--- src/rtl/lib_cpu.sv ---
// Shared definitions for the 4-bit CPU: decoded instruction set seen by the
// program loader.
package lib_cpu;

  typedef enum logic [3:0] {
    ADD_A_IMM,
    ADD_B_IMM,
    MOV_A_IMM,
    MOV_B_IMM,
    MOV_A_B,
    MOV_B_A,
    JMP_IMM,
    JNC_IMM,
    IN_A,
    IN_B,
    OUT_B,
    OUT_IMM,
    INVALID
  } OPECODE;

endpackage

--- src/rtl/program_loader_if.sv ---
// Instruction stream (valid/ready) and ROM write port of the program loader.
// The loader is the slave; the program source / ROM side is the master.
interface program_loader_if;
  import lib_cpu::*;

  logic        in_valid;
  logic        in_ready;
  OPECODE      in_opecode;
  logic [3:0]  in_imm;
  logic        in_last;
  logic        rom_we;
  logic [3:0]  rom_addr;
  logic [7:0]  rom_wdata;

  modport master (
    output in_valid, in_opecode, in_imm, in_last,
    input  in_ready, rom_we, rom_addr, rom_wdata
  );

  modport slave (
    input  in_valid, in_opecode, in_imm, in_last,
    output in_ready, rom_we, rom_addr, rom_wdata
  );

endinterface

--- src/rtl/program_loader.sv ---
// Program loader: encodes a stream of decoded instructions into 8-bit ROM
// words, writes them from address 0 upward, pads the remainder with a fill
// word and holds the CPU while a load is in progress.
module program_loader
  import lib_cpu::*;
#(
  parameter int          DEPTH     = 16,
  parameter logic [7:0]  FILL_DATA = 8'h00
) (
  input  logic             clk,
  input  logic             rst,
  input  logic             start,
  program_loader_if.slave  bus,
  output logic             cpu_hold,
  output logic             busy,
  output logic             done,
  output logic             error,
  output logic [4:0]       count
);

  localparam logic [3:0] LAST_ADDR = 4'(DEPTH - 1);

  typedef enum logic [2:0] {
    S_IDLE,
    S_LOAD,
    S_PAD,
    S_DONE,
    S_ERROR
  } state_t;

  state_t      state;
  state_t      state_nx;
  logic [3:0]  ptr;
  logic [4:0]  cnt;
  logic        in_ready_c;
  logic        busy_c;
  logic        done_c;
  logic        error_c;
  logic        accept;
  logic        is_invalid;

  // ROM write stage, one cycle behind the accepting edge
  logic        we_p1;
  logic [3:0]  addr_p1;
  logic [7:0]  wdata_p1;

  // Opcode nibble plus immediate; register-only moves and I/O reads carry a
  // zero immediate field regardless of what the source supplied.
  function automatic logic [7:0] encode(input OPECODE op, input logic [3:0] imm);
    logic [3:0] opn;
    logic       zero_imm;
    opn      = 4'h0;
    zero_imm = 1'b0;
    case (op)
      ADD_A_IMM: opn = 4'b0000;
      ADD_B_IMM: opn = 4'b0101;
      MOV_A_IMM: opn = 4'b0011;
      MOV_B_IMM: opn = 4'b0111;
      MOV_A_B:   begin opn = 4'b0001; zero_imm = 1'b1; end
      MOV_B_A:   begin opn = 4'b0100; zero_imm = 1'b1; end
      JMP_IMM:   opn = 4'b1111;
      JNC_IMM:   opn = 4'b1110;
      IN_A:      begin opn = 4'b0010; zero_imm = 1'b1; end
      IN_B:      begin opn = 4'b0110; zero_imm = 1'b1; end
      OUT_B:     begin opn = 4'b1001; zero_imm = 1'b1; end
      OUT_IMM:   opn = 4'b1011;
      default:   opn = 4'b0000;
    endcase
    return {opn, (zero_imm ? 4'h0 : imm)};
  endfunction

  assign accept     = bus.in_valid && in_ready_c;
  assign is_invalid = (bus.in_opecode == INVALID);

  // State register
  always_ff @(posedge clk) begin
    if (rst) begin
      state <= S_IDLE;
    end else begin
      state <= state_nx;
    end
  end

  // Next-state decode
  always_comb begin
    state_nx = state;
    case (state)
      S_IDLE, S_DONE, S_ERROR: begin
        if (start) state_nx = S_LOAD;
      end
      S_LOAD: begin
        if (accept) begin
          if (is_invalid)             state_nx = S_ERROR;
          else if (ptr == LAST_ADDR)  state_nx = S_DONE;
          else if (bus.in_last)       state_nx = S_PAD;
        end
      end
      S_PAD: begin
        if (ptr == LAST_ADDR) state_nx = S_DONE;
      end
      default: state_nx = S_IDLE;
    endcase
  end

  // Status outputs decoded from the registered state only
  always_comb begin
    in_ready_c = 1'b0;
    busy_c     = 1'b0;
    done_c     = 1'b0;
    error_c    = 1'b0;
    case (state)
      S_LOAD:  begin in_ready_c = 1'b1; busy_c = 1'b1; end
      S_PAD:   busy_c  = 1'b1;
      S_DONE:  done_c  = 1'b1;
      S_ERROR: error_c = 1'b1;
      default: ;
    endcase
  end

  // Address pointer, word count and registered ROM write port
  always_ff @(posedge clk) begin
    if (rst) begin
      ptr      <= 4'd0;
      cnt      <= 5'd0;
      we_p1    <= 1'b0;
      addr_p1  <= 4'd0;
      wdata_p1 <= 8'd0;
    end else begin
      we_p1 <= 1'b0;
      case (state)
        S_IDLE, S_DONE, S_ERROR: begin
          if (start) begin
            ptr <= 4'd0;
            cnt <= 5'd0;
          end
        end
        S_LOAD: begin
          if (accept && !is_invalid) begin
            we_p1    <= 1'b1;
            addr_p1  <= ptr;
            wdata_p1 <= encode(bus.in_opecode, bus.in_imm);
            ptr      <= ptr + 4'd1;
            cnt      <= cnt + 5'd1;
          end
        end
        S_PAD: begin
          we_p1    <= 1'b1;
          addr_p1  <= ptr;
          wdata_p1 <= FILL_DATA;
          ptr      <= ptr + 4'd1;
        end
        default: ;
      endcase
    end
  end

  assign bus.in_ready  = in_ready_c;
  assign bus.rom_we    = we_p1;
  assign bus.rom_addr  = addr_p1;
  assign bus.rom_wdata = wdata_p1;
  assign busy          = busy_c;
  assign done          = done_c;
  assign error         = error_c;
  assign count         = cnt;
  assign cpu_hold      = busy_c | we_p1;

endmodule

--- src/flat_wrapper.sv ---
// flat-port wrapper written by rule: the top's interface ports become plain ports
module program_loader_flat import lib_cpu::*;
#(
  parameter int          DEPTH     = 16,
  parameter logic [7:0]  FILL_DATA = 8'h00
)
  (clk, rst, start, cpu_hold, busy, done, error, count, bus_in_valid, bus_in_opecode, bus_in_imm, bus_in_last, bus_in_ready, bus_rom_we, bus_rom_addr, bus_rom_wdata);
  program_loader_if bus_i ();
  input  logic clk;
  input  logic rst;
  input  logic start;
  output logic cpu_hold;
  output logic busy;
  output logic done;
  output logic error;
  output logic [4:0] count;
  input wire logic [$bits(bus_i.in_valid)-1:0] bus_in_valid;
  input wire logic [$bits(bus_i.in_opecode)-1:0] bus_in_opecode;
  input wire logic [$bits(bus_i.in_imm)-1:0] bus_in_imm;
  input wire logic [$bits(bus_i.in_last)-1:0] bus_in_last;
  output wire logic [$bits(bus_i.in_ready)-1:0] bus_in_ready;
  output wire logic [$bits(bus_i.rom_we)-1:0] bus_rom_we;
  output wire logic [$bits(bus_i.rom_addr)-1:0] bus_rom_addr;
  output wire logic [$bits(bus_i.rom_wdata)-1:0] bus_rom_wdata;
  assign bus_i.in_valid = bus_in_valid;
  assign bus_i.in_opecode = bus_in_opecode;
  assign bus_i.in_imm = bus_in_imm;
  assign bus_i.in_last = bus_in_last;
  assign bus_in_ready = bus_i.in_ready;
  assign bus_rom_we = bus_i.rom_we;
  assign bus_rom_addr = bus_i.rom_addr;
  assign bus_rom_wdata = bus_i.rom_wdata;
  program_loader #(.DEPTH(DEPTH), .FILL_DATA(FILL_DATA)) u_core (.clk(clk), .rst(rst), .start(start), .bus(bus_i), .cpu_hold(cpu_hold), .busy(busy), .done(done), .error(error), .count(count));
endmodule
--- config.mk ---
export PLATFORM = sky130hd
export DESIGN_NAME = program_loader_flat
export DESIGN_NICKNAME = d
export VERILOG_FILES = /design/src/rtl/lib_cpu.sv /design/src/rtl/program_loader_if.sv /design/src/rtl/program_loader.sv /design/src/flat_wrapper.sv
export SDC_FILE = /design/constraint.sdc
export NUM_CORES = 1
export LEC_CHECK = 0
export CAP_MARGIN = 5
export CELL_PAD_IN_SITES_DETAIL_PLACEMENT = 1
export CELL_PAD_IN_SITES_GLOBAL_PLACEMENT = 2
export CORE_MARGIN = 2
export CORE_UTILIZATION = 28
export DETAILED_ROUTE_END_ITERATION = 6
export PLACE_DENSITY = 0.84
export SYNTH_ARGS = -nofsm -noshare
export SYNTH_HDL_FRONTEND = slang
export SYNTH_SLANG_ARGS = --single-unit
--- constraint.sdc ---
create_clock -name clk -period 2.7 [get_ports clk]
set_input_delay 0.81 -clock clk [delete_from_list [all_inputs] [get_ports clk]]
set_output_delay 0.81 -clock clk [all_outputs]
set_load 0.02 [all_outputs]
==> results.yml, run 1 <==
sta:
  drv_slew: 0
  fin_ws_ns: 0.0796
  clock.fmax_mhz: 382
  final-setup-viol-count: 0
  finalSetupTns_ns: 0
  relSlewSlack: 0.602
  rsz0062_at_grt: "false"
  tightestPinTransition_ns: 0.582
  finClkSkew_ns: 0.00667
  period_needed_ns: 2.62
  hold_viol: 0
  min_period_over_period: 0.971
clocking:
  hold_buffers: 0
  clkTransAtPathRegs_ns: 0.10
  clk_latency_ns: 0.28
  cts_tree: "done"
  post_cts_buffers: 0
  cts_buffers: 3
  cts_root_buf: "clkbuf_8"
  cts_buffer_depth: 2
  post_cts_resized: 5
  h-tree-depth: 1
  cts_num_sinks: 25
synth:
  synthAdderAreaFrac: 0.0543
  ys.flop_type: "dfxtp_1"
  yosysTopAreaCellShare: 0.362
  yosysWarnings: 0
  synthCells: 159
  synth_top_family_by_area: "compound AO/OA/AOI/OAI gates"
  ys_seq_area_frac: 0.362
  muxShareOfSynthArea: 0.0443
  syn-num-nets: 178
  synth-async-reset-ratio: 0
  yosys.area_share.simple: 0.186
  synth-xor-area-share: 0.00633
  yosys-top-cells-area: "dfxtp_1 36%, o21ai_0 5.8%, ha_1 5.4%"
  synth_area_mm2: 0.00138
  ys_ff_latch: 25
  synth-compound-area-share: 0.262
  synth_edf_count: 0
  yosysTopAreaCell: "dfxtp_1"
  avgSynthCellArea_um2: 8.70
  yosysUniqueCellTypes: 47
global_route:
  first_global_vias: 1529
  grt_max_degree: 22
  grt_pass1_wl_mm: 7.23
  grt_usage: 0.170
  antenna_found_initial: 0
  gr-total-overflow: 0
power_and_ir_drop:
  ir_worst_vdd_v: 0.000243
  powerDensity_mw_per_mm2: 769
  cellLeakagePower_uw: 0.000729
die:
  start_util: 0.291
  dieArea_mm2: 0.00552
  core_region_area_mm2: 0.00475
  rows: 25
  die_w_um: 74.3
  num_io_pins: 36
  die_h_um: 74.3
finish:
  register_area_um2: 503
  fill_cells: 570
  layout.core_utilization: 0.403
  drive_gt1_frac: 0.148
  finalNetCount: 223
  fin_cells: 270
  area.growth.synth_to_final_pct: 38.6
  multi_input_area_um2: 771
  antenna_cells: 0
route:
  wl_met2_mm: 2.18
  wirelength_mm: 4.29
  top_layer: "met4"
  postRouteAntennaNets: 0
  drt_iter0_drc: 31
  wl_met3_um: 157
  num_vias: 1384
  route.detailed.drc: 0
  wl_per_cell_um: 15.9
  met1Wirelength_mm: 1.89
  viasPerCell: 5.13
  first_pass_iters: 4
place:
  dp_hpwl_mm: 3.20
  post-place-ws_ns: -0.0278
  place_inst: 266
  port_buffers: 35
  place.gp.congestion: 0.777
critical_path:
  reg2reg_to: "u_core.count[3]"
  worst_setup_path_start_kind: "register"
  crit-reg2reg-launch: "u_core.state[0]"
  end_kind: "output port"
  r2r_cells: 6
  ff2ff_setup_slack_ns: 0.65
  cp.required_ns: 1.89
  crit_path_max_fanout: 6
  crit_arrival_ns: 1.81
  critical_path_class: "register to output port"
worst_hold_path:
  hold_end: "u_core.bus.rom_wdata[5]"
  min_path_cells: 2
  hp-class: "register to register"
  min_from: "u_core.bus.rom_wdata[5]"
run_status:
  outcome: "complete, no violations"
job:
  drv_cap: 0
[layer usage]
layer  track usage  up-vias
met5             0        -
met3        0.0257        5
met2         0.314       26
met1         0.198      676
li1              -      677
met4        0.0595        0
[area by class of cell]
type                            count  area share
Tap cell                           67      0.0437
Multi-Input combinational cell    114       0.402
Clock buffer                        3      0.0215
Timing Repair Buffer               52       0.248
Sequential cell                    25       0.262
Inverter                            8      0.0183
Clock inverter                      1     0.00392
[critical path, cell delays in order, from the launching register on]
cell	delay, ns
dfxtp_2	0.39
or3b_1	0.44
clkinv_4	0.10
clkdlybuf4s50_1	0.60
[power breakdown]
| group | internal, uW | total [uW] | switching, uW | leakage [uW] |
|---|---|---|---|---|
| sequential | 416 | 460 | 43.9 | 0.000203 |
| clock | 105 | 241 | 136 | 0.0000217 |
| combinational | 343 | 772 | 429 | 0.000504 |
| total | 864 | 1470 | 609 | 0.000729 |
[cell families after synthesis]
family | after synthesis
AO/OA/AOI/OAI | 53
XOR/XNOR | 1
adder cells (fa/ha/maj) | 6
buffers and inverters | 20
flip-flops | 25
multiplexers | 6
AND/OR/NAND/NOR | 48
[cells in the final DEF, fill, tap and decap left out, drive strengths merged, types with 4 or more instances in the layout]
master / Yosys / final
mux2i: 5 / 5
a21oi: 11 / 11
ha: 6 / 6
buf: 5 / 17
nand2: 7 / 7
nor2: 13 / 13
inv: 7 / 7
a32oi: 4 / 4
o21ai: 16 / 16
or3b: 4 / 4
dfxtp: 25 / 25
or3: 4 / 4
clkdlybuf4s50: 0 / 33
[metrics by stage]
step	total power [uW]	area, um2	hold WS [ns]
2_1_floorplan	969	1380	0.471
3_3_place_gp	1220	1860	0.457
3_5_place_dp	1250	1860	0.457
4_1_cts	1480	1920	0.471
5_1_grt	1570	1920	0.491
6_report	1470	1920	0.464
[Yosys cell counts (3+ instances only)]
| master | n |
|---|---|
| dfxtp_1 | 25 |
| o21ai_0 | 16 |
| nor2_1 | 13 |
| a21oi_1 | 11 |
| clkbuf_1 | 7 |
| inv_1 | 7 |
| nand2_1 | 7 |
| ha_1 | 6 |
| mux2i_1 | 5 |
| a32oi_1 | 4 |
| or3_1 | 4 |
| a41oi_1 | 3 |
| and2_1 | 3 |
| and3_1 | 3 |
| nand3_1 | 3 |
| nor3_1 | 3 |
| or3b_1 | 3 |
[worst max-delay path by stage]
| stage | cells after the start | slack [ns] | start | end |
|---|---|---|---|---|
| 3_3_place_gp | 7 | 0.06 | bus_in_opecode[2] | u_core.bus.rom_addr[2] |
| 3_5_place_dp | 7 | -0.03 | bus_in_opecode[2] | u_core.count[3] |
| 5_1_grt | 3 | 0.03 | u_core.state[0] | bus_in_ready |
| 6_report | 3 | 0.08 | u_core.state[0] | bus_in_ready |
| 2_1_floorplan | 7 | 0.40 | bus_in_opecode[1] | u_core.bus.rom_addr[1] |
| 4_1_cts | 3 | 0.07 | u_core.state[0] | bus_in_ready |
[state kept, by name (all words and copies together) (netlist names)]
register and count:
u_core.count 5, u_core.state 3, u_core.bus.rom_we 1, u_core.bus.rom_addr 4, u_core.ptr 4, u_core.bus.rom_wdata 8
(Power assumes the default switching activity.)
==> run 2, diff against run 1 <==
--- a/config.mk
+++ b/config.mk
@@ -5,11 +5,12 @@
 export SDC_FILE = /design/constraint.sdc
 export NUM_CORES = 1
 export LEC_CHECK = 0
+export ABC_AREA = 1
 export CAP_MARGIN = 5
 export CELL_PAD_IN_SITES_DETAIL_PLACEMENT = 1
 export CELL_PAD_IN_SITES_GLOBAL_PLACEMENT = 2
 export CORE_MARGIN = 2
-export CORE_UTILIZATION = 28
+export CORE_UTILIZATION = 26
 export DETAILED_ROUTE_END_ITERATION = 6
 export PLACE_DENSITY = 0.84
 export SYNTH_ARGS = -nofsm -noshare
==> run 2 against run 1 <==
Combinational power rose by 12%. Largest power group unchanged. Critical endpoint unchanged. Sequential cell count did not move. Critical path depth rose by 1. Routed wire length fell by 6.4%. Worst setup slack improved by 0.022 ns. Critical path type unchanged. Global-route usage fell by 2.9 points. Non-clock buffer count fell by 14. Clock power barely moved.
==> results.yml, run 2 <==
finish:
  largest_reg_flops: 8
  area.growth.synth_to_final_pct: 35.6
  final_cell_mix: "55 x nand2_1, 34 x clkdlybuf4s50_1, 31 x nor2_1"
  drive_gt1_frac: 0.107
  stdcell_area_mm2: 0.00191
  layout.core_utilization: 0.368
  mostFrequentLayoutCell: "nand2_1"
  antenna_cells: 0
  finalNetCount: 264
critical_path:
  slowest_stage: "clkdlybuf4s50_1"
  end_kind: "output port"
  slowest_delay_ns: 0.64
  worst_setup_path_start_kind: "register"
  crit_arrival_ns: 1.79
  cp_num_cells: 4
  cp_top_family: "buffers and inverters"
  cp_cell_sequence: "inv_1 > nand2_1 > nor2_4 > clkdlybuf4s50_1"
  cp.required_ns: 1.89
  r2r_cells: 9
  crit_path_max_fanout: 6
  critPathBufInv: 2
  critical_path_class: "register to output port"
power_and_ir_drop:
  p_switching_uw: 728
  cellLeakagePower_uw: 0.000807
  ir_worst_vdd_v: 0.000240
  power.share.combinational: 0.527
  power.share.clock: 0.147
  seqPwrFrac: 0.326
  sw_frac_of_total: 0.445
  p_int_uw: 909
  powerDensity_mw_per_mm2: 859
place:
  place.gp.congestion: 0.836
  post-place-ws_ns: 0.135
  dp_hpwl_mm: 3.02
  placed_area_mm2: 0.00185
  port_buffers: 35
route:
  first_pass_iters: 4
  wl_per_cell_um: 12.8
  postRouteAntennaNets: 0
  viasPerCell: 4.68
  wirelength_mm: 4.01
  drt_iter0_drc: 45
  num_vias: 1470
  route.detailed.drc: 0
sta:
  relSlewSlack: 0.683
  finalSetupTns_ns: 0
  tightestPinTransition_ns: 0.476
  fin_ws_ns: 0.101
  final-setup-viol-count: 0
  clock.fmax_mhz: 385
  drv_slew: 0
  hold_viol: 0
  rsz0062_at_grt: "false"
  finClkSkew_ns: 0.00425
  min_period_over_period: 0.963
  period_needed_ns: 2.60
synth:
  synth_edf_count: 0
  yosysTopAreaCell: "dfxtp_1"
  ys_seq_area_frac: 0.356
  yosysUniqueCellTypes: 27
  muxShareOfSynthArea: 0
  yosys.area_share.simple: 0.388
  synth-xor-area-share: 0.0125
  synthAdderAreaFrac: 0.0534
  syn-num-nets: 224
  yosysWarnings: 0
  avgSynthCellArea_um2: 6.85
  ys.flop_type: "dfxtp_1"
  synthCells: 205
  ys_ff_latch: 25
  synth_top_family_by_area: "simple AND/OR/NAND/NOR gates"
  synth-async-reset-ratio: 0
  synth_common_cells: "55 x nand2_1, 31 x nor2_1, 25 x dfxtp_1"
  synth.most_common_cell: "nand2_1"
  synth_area_mm2: 0.00141
  yosys-top-cells-area: "dfxtp_1 36%, nand2_1 15%, nor2_1 8.3%"
  yosysTopAreaCellShare: 0.356
  synth-compound-area-share: 0.120
clocking:
  h-tree-depth: 1
  cts_tree: "done"
  clkTransAtPathRegs_ns: 0.10
  cts_num_sinks: 25
  cts_buffers: 3
  clk_latency_ns: 0.28
  hold_buffers: 0
  cts_root_buf: "clkbuf_8"
  post_cts_buffers: 0
  cts_buffer_depth: 2
worst_hold_path:
  hp-class: "register to register"
  min_path_cells: 2
global_route:
  grt_usage: 0.141
  antenna_found_initial: 0
  first_global_vias: 1438
  grt_pass1_wl_mm: 6.87
  grt_max_degree: 16
  gr-total-overflow: 0
die:
  core_region_area_mm2: 0.00517
  rows: 26
  dieArea_mm2: 0.00601
  num_io_pins: 36
  start_util: 0.272
  die_w_um: 77.5
  die_h_um: 77.5
run_status:
  outcome: "complete, no violations"
job:
  drv_cap: 0
-- run 2: changes by cell type in the layout (fill, tap and decap cells not counted), sizes merged, moves of 4 or more --
cell | previous run | this run
inv | 7 | 21
mux2i | 5 | 0
nand4 | 0 | 10
nand2 | 7 | 58
or3 | 4 | 0
nor2 | 13 | 35
nand3 | 3 | 12
or3b | 4 | 0
a32oi | 4 | 0
buf | 17 | 3
-- run 2: stage by stage --
step | hold slack (ns) | std cells | total power [uW]
6_report | 0.470 | 314 | 1640
5_1_grt | 0.495 | 314 | 1790
4_1_cts | 0.480 | 314 | 1670
3_5_place_dp | 0.461 | 310 | 1410
3_3_place_gp | 0.454 | 310 | 1400
2_1_floorplan | 0.454 | 205 | 1090
-- run 2: tightest hold or removal path, stage by stage (launching register included) --
cell and delay (ns):
dfxtp_1 0.32, nand2_1 0.06, a21oi_1 0.05
-- run 2: final timing paths --
check,startpoint,endpoint,slack (ns)
max,u_core.state[2],bus_in_ready,0.10
min,u_core.bus.rom_wdata[5],u_core.bus.rom_wdata[5],0.47
min reg2reg,u_core.bus.rom_wdata[5],u_core.bus.rom_wdata[5],0.47
max reg2reg,u_core.state[2],u_core.ptr[3],1.19
-- run 2: metal layers --
layer	vias to the layer above	GRT usage	share of wire
li1	742	-	-
met1	690	0.186	0.48
met2	34	0.229	0.46
met3	4	0.0279	0.047
met4	0	0.0500	0.011
met5	-	0	0
-- run 2: area by class of cell --
cell class              count  area, um2
fillers                   668       3270
multi-input cells         156        812
flip-flops and latches     25        503
repair buffers             38        375
well taps                  70       87.6
inverters                  21       78.8
clock buffers               3       41.3
clock inverters             1       7.51
-- run 2: power by group through the flow --
stage	combinational, uW	sequential [uW]	clock, uW
finish	862	533	241
floorplan	486	601	0
global route	969	550	272
detailed placement	874	538	0
CTS	881	534	256
global placement	863	540	0
-- run 2: kinds of logic (layout without fill, tap and decap cells) --
group	Yosys count	after routing
AO/OA/AOI/OAI	31	31
XOR/XNOR	2	2
adder cells (fa/ha/maj)	6	6
buffers and inverters	24	63
flip-flops	25	25
AND/OR/NAND/NOR	117	117
-- run 2: repair_timing --
item / 4_1_cts / 5_1_grt
gates resized for setup: 3 / 1
gates cloned: 0 / 0
endpoints found under the setup margin: 1 / 1
